File: src/rtl/task_dispatcher.sv
`default_nettype none
// ============================================================================
// task_dispatcher -- launches one task at a time on a selected engine, watches
// it with a watchdog, and muxes that engine's SRAM command bundles. Rev 1.0
// ============================================================================
module task_dispatcher #(
   parameter int                NUM_SRAM    = 4,
   parameter int                NUM_ENGINES = 2,
   parameter int                ADDR_W      = 24,
   parameter logic [ADDR_W-1:0] MAX_ADDR    = ADDR_W'('h1FFFF),
   parameter int                TIMEOUT     = 24'hFF_FFFF
) (
   input  logic                                   clk,
   input  logic                                   reset,
   input  logic [8+3*ADDR_W-1:0]                  rpi_inst,
   input  logic                                   execute_task,
   output logic                                   inst_valid,
   output logic                                   idle,
   output logic                                   task_done,
   output logic [1:0]                             status,
   output logic [3*ADDR_W-1:0]                    op_addr,
   output logic [NUM_ENGINES-1:0]                 eng_execute,
   output logic [NUM_ENGINES-1:0]                 eng_abort,
   input  logic [NUM_ENGINES-1:0]                 eng_job_done,
   input  logic [NUM_ENGINES*NUM_SRAM*8-1:0]      eng_sram_inst,
   input  logic [NUM_ENGINES*NUM_SRAM*ADDR_W-1:0] eng_sram_address,
   input  logic [NUM_ENGINES*NUM_SRAM-1:0]        eng_sram_write_in,
   input  logic [NUM_ENGINES*NUM_SRAM*ADDR_W-1:0] eng_sram_byte_length,
   output logic [NUM_SRAM*8-1:0]                  sram_inst,
   output logic [NUM_SRAM*ADDR_W-1:0]             sram_address,
   output logic [NUM_SRAM-1:0]                    sram_write_in,
   output logic [NUM_SRAM*ADDR_W-1:0]             sram_byte_length
);

   localparam int               SEL_W     = (NUM_ENGINES > 1) ? $clog2(NUM_ENGINES) : 1;
   localparam int               CNT_W     = $clog2(TIMEOUT);
   localparam logic [CNT_W-1:0] CNT_LAST  = CNT_W'(TIMEOUT - 1);
   localparam logic [1:0]       ST_OK      = 2'b01;
   localparam logic [1:0]       ST_TIMEOUT = 2'b10;
   localparam logic [1:0]       ST_REJECT  = 2'b11;

   typedef enum logic [1:0] {
      IDLE   = 2'd0,
      START  = 2'd1,
      RUN    = 2'd2,
      FINISH = 2'd3
   } state_t;

   state_t                  state_q;
   logic                    idle_q;
   logic                    task_done_q;
   logic [1:0]              status_q;
   logic [3*ADDR_W-1:0]     op_addr_q;
   logic [SEL_W-1:0]        sel_q;
   logic [CNT_W-1:0]        cnt_q;
   logic [NUM_ENGINES-1:0]  eng_execute_q;

   logic [7:0]              opcode_w;
   logic [7:0]              sel_full_w;
   logic [SEL_W-1:0]        sel_new_w;
   logic                    job_sel_w;
   logic                    timeout_w;
   logic                    mux_en_w;

   assign opcode_w   = rpi_inst[8+3*ADDR_W-1 -: 8];
   assign sel_full_w = 8'hFF - opcode_w;
   assign sel_new_w  = sel_full_w[SEL_W-1:0];

   always_comb begin
      inst_valid = (opcode_w != 8'd0) && (int'(opcode_w) >= 256 - NUM_ENGINES);
      for (int i = 0; i < 3; i++) begin
         if (rpi_inst[i*ADDR_W +: ADDR_W] > MAX_ADDR) inst_valid = 1'b0;
      end
   end

   // Only the selected engine's completion counts; done wins a tie with the watchdog.
   assign job_sel_w = eng_job_done[sel_q];
   assign timeout_w = (state_q == RUN) && (cnt_q == CNT_LAST) && !job_sel_w;
   assign eng_abort = timeout_w ? (NUM_ENGINES'(1) << sel_q) : '0;

   always_ff @(posedge clk) begin
      if (reset) begin
         state_q       <= IDLE;
         idle_q        <= 1'b1;
         task_done_q   <= 1'b0;
         status_q      <= 2'b00;
         op_addr_q     <= '0;
         sel_q         <= '0;
         cnt_q         <= '0;
         eng_execute_q <= '0;
      end else begin
         eng_execute_q <= '0;
         task_done_q   <= 1'b0;
         case (state_q)
            IDLE: begin
               if (execute_task) begin
                  if (inst_valid) begin
                     state_q       <= START;
                     idle_q        <= 1'b0;
                     op_addr_q     <= rpi_inst[3*ADDR_W-1:0];
                     sel_q         <= sel_new_w;
                     eng_execute_q <= NUM_ENGINES'(1) << sel_new_w;
                  end else begin
                     status_q <= ST_REJECT;
                  end
               end
            end
            START: begin
               cnt_q   <= '0;
               state_q <= RUN;
            end
            RUN: begin
               cnt_q <= cnt_q + 1'b1;
               if (job_sel_w) begin
                  state_q     <= FINISH;
                  task_done_q <= 1'b1;
                  status_q    <= ST_OK;
               end else if (cnt_q == CNT_LAST) begin
                  state_q     <= FINISH;
                  task_done_q <= 1'b1;
                  status_q    <= ST_TIMEOUT;
               end
            end
            FINISH: begin
               state_q <= IDLE;
               idle_q  <= 1'b1;
            end
            default: state_q <= IDLE;
         endcase
      end
   end

   assign idle        = idle_q;
   assign task_done   = task_done_q;
   assign status      = status_q;
   assign op_addr     = op_addr_q;
   assign eng_execute = eng_execute_q;

   // SRAM ports belong to the running engine only while a task is in flight.
   assign mux_en_w = (state_q == START) || (state_q == RUN);

   always_comb begin
      sram_inst        = '0;
      sram_address     = '0;
      sram_write_in    = '0;
      sram_byte_length = '0;
      if (mux_en_w) begin
         sram_inst        = eng_sram_inst[int'(sel_q)*NUM_SRAM*8 +: NUM_SRAM*8];
         sram_address     = eng_sram_address[int'(sel_q)*NUM_SRAM*ADDR_W +: NUM_SRAM*ADDR_W];
         sram_write_in    = eng_sram_write_in[int'(sel_q)*NUM_SRAM +: NUM_SRAM];
         sram_byte_length = eng_sram_byte_length[int'(sel_q)*NUM_SRAM*ADDR_W +: NUM_SRAM*ADDR_W];
      end
   end

endmodule
`default_nettype wire

File: config.mk
export PLATFORM = sky130hd
export DESIGN_NAME = task_dispatcher
export DESIGN_NICKNAME = d
export VERILOG_FILES = /design/src/rtl/task_dispatcher.sv
export SDC_FILE = /design/constraint.sdc
export NUM_CORES = 1
export LEC_CHECK = 0
export ABC_AREA = 1
export CORE_AREA = 2 2 332 334
export CTS_CLUSTER_DIAMETER = 150
export DETAILED_ROUTE_END_ITERATION = 10
export DIE_AREA = 0 0 334 336
export PLACE_DENSITY_LB_ADDON = 0.08
export SLEW_MARGIN = 20
export SYNTH_ARGS = -nofsm -noshare
export SYNTH_HDL_FRONTEND = slang
export SYNTH_SLANG_ARGS = --single-unit
File: constraint.sdc
create_clock -name clk -period 3.6 [get_ports clk]
set_input_delay 0.72 -clock clk [delete_from_list [all_inputs] [get_ports clk]]
set_output_delay 0.72 -clock clk [all_outputs]
set_load 0.02 [all_outputs]
# After elaboration in Yosys (flattened, before gate mapping)
# Index checks and enable logic that the tools add are counted.
# Widths: inputs -> output; s select.
# word_totals
in_bits	541
out_inout_bits	309
ff_bits	105
wordCells	76
# classes
eq_ne	8
n_mul	1
shift	6
order_cmp	5
add_sub_neg	2
reduce_logical	16
bitwise	4
n_mux	26
# op_table
operator	n
$mux 96	2
$shiftx 192x32->96	1
$shiftx 192x9->96	1
$gt 24x17->1 const B	3
$shiftx 64x7->32	1
$pmux 24 s2	1
$mux 32	1
$add 24x1->24 const B	1
$eq 24x24->1 const B	1
$mux 2	9
$mux 1	9
$reduce_and 3->1	3
$ge 8x8->1 const B	1
$pmux 2 s4	1
$reduce_bool 8->1	1
$shiftx 8x4->4	1
$ne 2x2->1 const B	3
$reduce_bool 2->1	3
$eq 2x2->1 const B	2
$mux 4	1
$not 1->1	4
$pmux 2 s2	1
$reduce_and 4->1	1
$reduce_or 4->1	1
other kinds (12)	15

# Longest topological paths before layout
# depth
depth_word	8
mapped_depth	13
ltp_nobuf	13

# Worst setup path after synthesis
# Ideal clock, no wire load.
# synth_path
path_type	reg2out
from	reg state_q[1]
to	out sram_address[0]
required_ns	2.880
setup_slack_ns	1.225
path_stages_with_launch	8
arrival_time_ns	1.655
n_path_buf	3
path_cell_list	dfxtp_1 > inv_1 > ha_1 > buf_4 > clkbuf_1 > clkbuf_1 > o21ai_0 > nor2_1
# synth_between
elab_chain_cells	3
elab_cells_between_ends	4
classes_between	eq/ne (2); mux (1); reduce/logical (1)
# synth_lines
item	line	text
start: declaration	49	state_t state_q;
start signal: assignment	83	state_q <= IDLE;
start signal: assignment	98	state_q <= START;
start signal: assignment	110	state_q <= RUN;
$eq 2x1->1 or $eq 2x2->1 (tied branches)	140	assign mux_en_w = (state_q == START) || (state_q == RUN);
$logic_or 1x1->1 *	140	
$mux 96 *	147	if (mux_en_w) begin
end: declaration	30	output logic [NUM_SRAM*ADDR_W-1:0] sram_address,
# Mark *: on every way between the ends. The rest lies on a longest branch, timed or not.

# Worst setup path in the final report
# layout_path
from	reg state_q[1]
to	out sram_byte_length[53]
# layout_between
elab_chain_cells	3
elab_cells_between_ends	4
classes_between	eq/ne (2); mux (1); reduce/logical (1)
# layout_lines
item	line	text
$eq 2x1->1 or $eq 2x2->1 (tied branches)	140	
$logic_or 1x1->1 *	140	
$mux 96 *	147	
end: declaration	32	output logic [NUM_SRAM*ADDR_W-1:0] sram_byte_length
# Marked as above.

==> metrics.txt <==
clock tree buffer depth=2; min-delay worst type=register to register; Clock Tree Root=clkbuf_16; initial antenna violation count=30; Buffers on Ports=849; setup ws final=127 ps; crit path max fanout=25; status=complete, no violations; Max rail drop VDD=178 uV; Post-Syn Area per Cell=5.35 um^2; power per cell area=160 mW/mm^2; Synth top area share=0.305; top cells by area, synth=nor2_1 (30%), dfxtp_1 (28%), o21ai_0 (15%); DR pass1 iterations=5; fin crit period=3470 ps; post_cts resized=3; Die H=336 um; Clock transition at path regs=90 ps; postcts setup bufs=0; routability cong.=0.954; H-tree Lvls=3; max cap viols=0; layout cells sized above 1=0.0544; Rel. slew slack=0.409; CTS tree=done; Die Wd=334 um; DRC violations left=0; CTS hold repair buffers=0; global-route wire length before repair=114000 um; die area=0.112 mm^2; Vias/cell=3.36; dominant synthesized flop cell=dfxtp_1; Layout Nets=2767; Area Growth Syn to Fin=141%; final total power=2.94 mW; drt total wl=87600 um; gr usage total=0.149; Seq/Total Area, Yosys=0.276; fin. max-slew vios=0; Placement Cell Area=0.0180 mm^2; Setup CP Type=register to primary output; post-route cell area=0.0183 mm^2; Final setup violation count=0; Routed Antenna Nets=0; row cnt=121; yosys synthesis warning count=0; Hold Fails Final Rpt=0; number of flops mapped to enable cells by yosys=0; Post-Synthesis Cell Area=0.00762 mm^2; Syn Nets=1971; Synth cell types=30; Via Count=12257; Synth Instances=1425; worst skew pair latency=390 ps; post-synthesis async set-or-reset flop share=0; CP Capture Type=primary output; CP Launch Type=register; core area=0.108 mm^2; Tcrit/Tclk final=0.965; Synth top cells by count=nor2_1 (619), o21ai_0 (225), nand2_1 (169); Critical Path RT=2880 ps; Max Clock Freq=288 MHz; Initial Utilization=0.0703; leakage=7.63 nW; largest net degree at the start of global routing=83; R2R Setup Slk=1130 ps; CTS Sinks=105; leading area contributor after synthesis=nor2_1; Seq cells post-synth=105; 1st-iter DRT viols=548; hpwl dp=74300 um; Slew @ Worst Pin=887 ps; GR Overflow Total=0; Num CTS Buffers=9; Avg WL per Cell=24.0 um; critical path data arrival time=2750 ps; pre-CTS setup slack=224 ps; clock skew=14.9 ps; most common cell in the netlist=nor2_1; RSZ-0062 raised after global routing=true; vias in the first global route=12281; I/O pins=850
-- worst max-delay path, stage by stage, from the launching register on --
cell	delay, ps
dfxtp_1	380
inv_1	80
ha_4	340
buf_6	250
o21ai_0	130
nor2_1	330
buf_4	200
clkdlybuf4s50_1	630
-- state kept, by name (all words and copies together) (netlist names) --
signal / cells
op_addr: 72
cnt_q: 24
eng_execute: 2
state_q: 2
status: 2
idle: 1
sel_q: 1
task_done: 1
-- placed cells by master (no fill, tap or decap), types with 2 or more instances in the layout --
| cell type | count |
|---|---|
| nand4_1 | 4 |
| clkdlybuf4s50_1 | 798 |
| buf_4 | 54 |
| xor2_1 | 7 |
| buf_12 | 27 |
| o21ai_0 | 225 |
| dfxtp_1 | 104 |
| nor3_1 | 6 |
| nand2_1 | 169 |
| dlymetal6s2s_1 | 4 |
| o21ai_1 | 8 |
| ha_1 | 4 |
| nand3_1 | 39 |
| inv_6 | 3 |
| inv_8 | 2 |
| diode_2 | 7 |
| inv_1 | 108 |
| nand2_2 | 3 |
| nor2_2 | 11 |
| nor2_1 | 613 |
| a21oi_1 | 11 |
| clkbuf_16 | 9 |
-- per-stage QoR --
stage	hold slack [ps]	cells	TNS, ps	util
finish	461	3647	0	0.169
global route	483	3640	-4.68	0.169
CTS	462	3640	0	0.169
detailed placement	447	3624	0	0.166
global placement	444	3624	0	0.166
floorplan	455	1425	0	-
-- report_power, final --
part / leakage, nW / internal [mW] / switching (mW) / total, mW
combinational: 6.62 / 0.516 / 0.130 / 0.647
clock: 0.156 / 0.562 / 0.567 / 1.13
sequential: 0.847 / 1.16 / 0.00139 / 1.16
total: 7.63 / 2.24 / 0.699 / 2.94
-- cell type report --
cell class / instances / area, um^2
clock buffer: 9 / 225
tap: 1414 / 1770
fill: 12408 / 90100
clock inverter: 7 / 92.6
timing repair buffer: 884 / 8990
sequential: 105 / 2110
antenna: 7 / 17.5
inverter: 110 / 420
multi-input combinational: 1111 / 4720
-- worst paths after layout --
check                                 start              endpoint  cells past startpoint
worst min register to register  op_addr[46]           op_addr[46]                      2
worst max register to register   state_q[1]             cnt_q[12]                     10
worst min-delay path            op_addr[46]           op_addr[46]                      2
worst max-delay path             state_q[1]  sram_byte_length[53]                      7
-- cells by family (layout without fill, tap and decap cells) --
| group | Yosys count | count (layout) | synth area share |
|---|---|---|---|
| buf+inv | 209 | 1010 | 0.108 |
| compound gates | 250 | 250 | 0.166 |
| flops | 105 | 105 | 0.276 |
| other cells | 0 | 7 | 0 |
| fa+ha+maj | 5 | 5 | 0.00821 |
| xor+xnor | 7 | 7 | 0.00805 |
| simple gates | 849 | 849 | 0.433 |
-- layer usage --
layer / vias to the layer above / global-route usage / routed length [um]
li1: 6010 / - / -
met1: 5639 / 0.168 / 34300
met2: 518 / 0.270 / 43800
met3: 64 / 0.0523 / 7860
met4: 26 / 0.0241 / 1390
met5: - / 0 / 172
(Power assumes the default switching activity.)
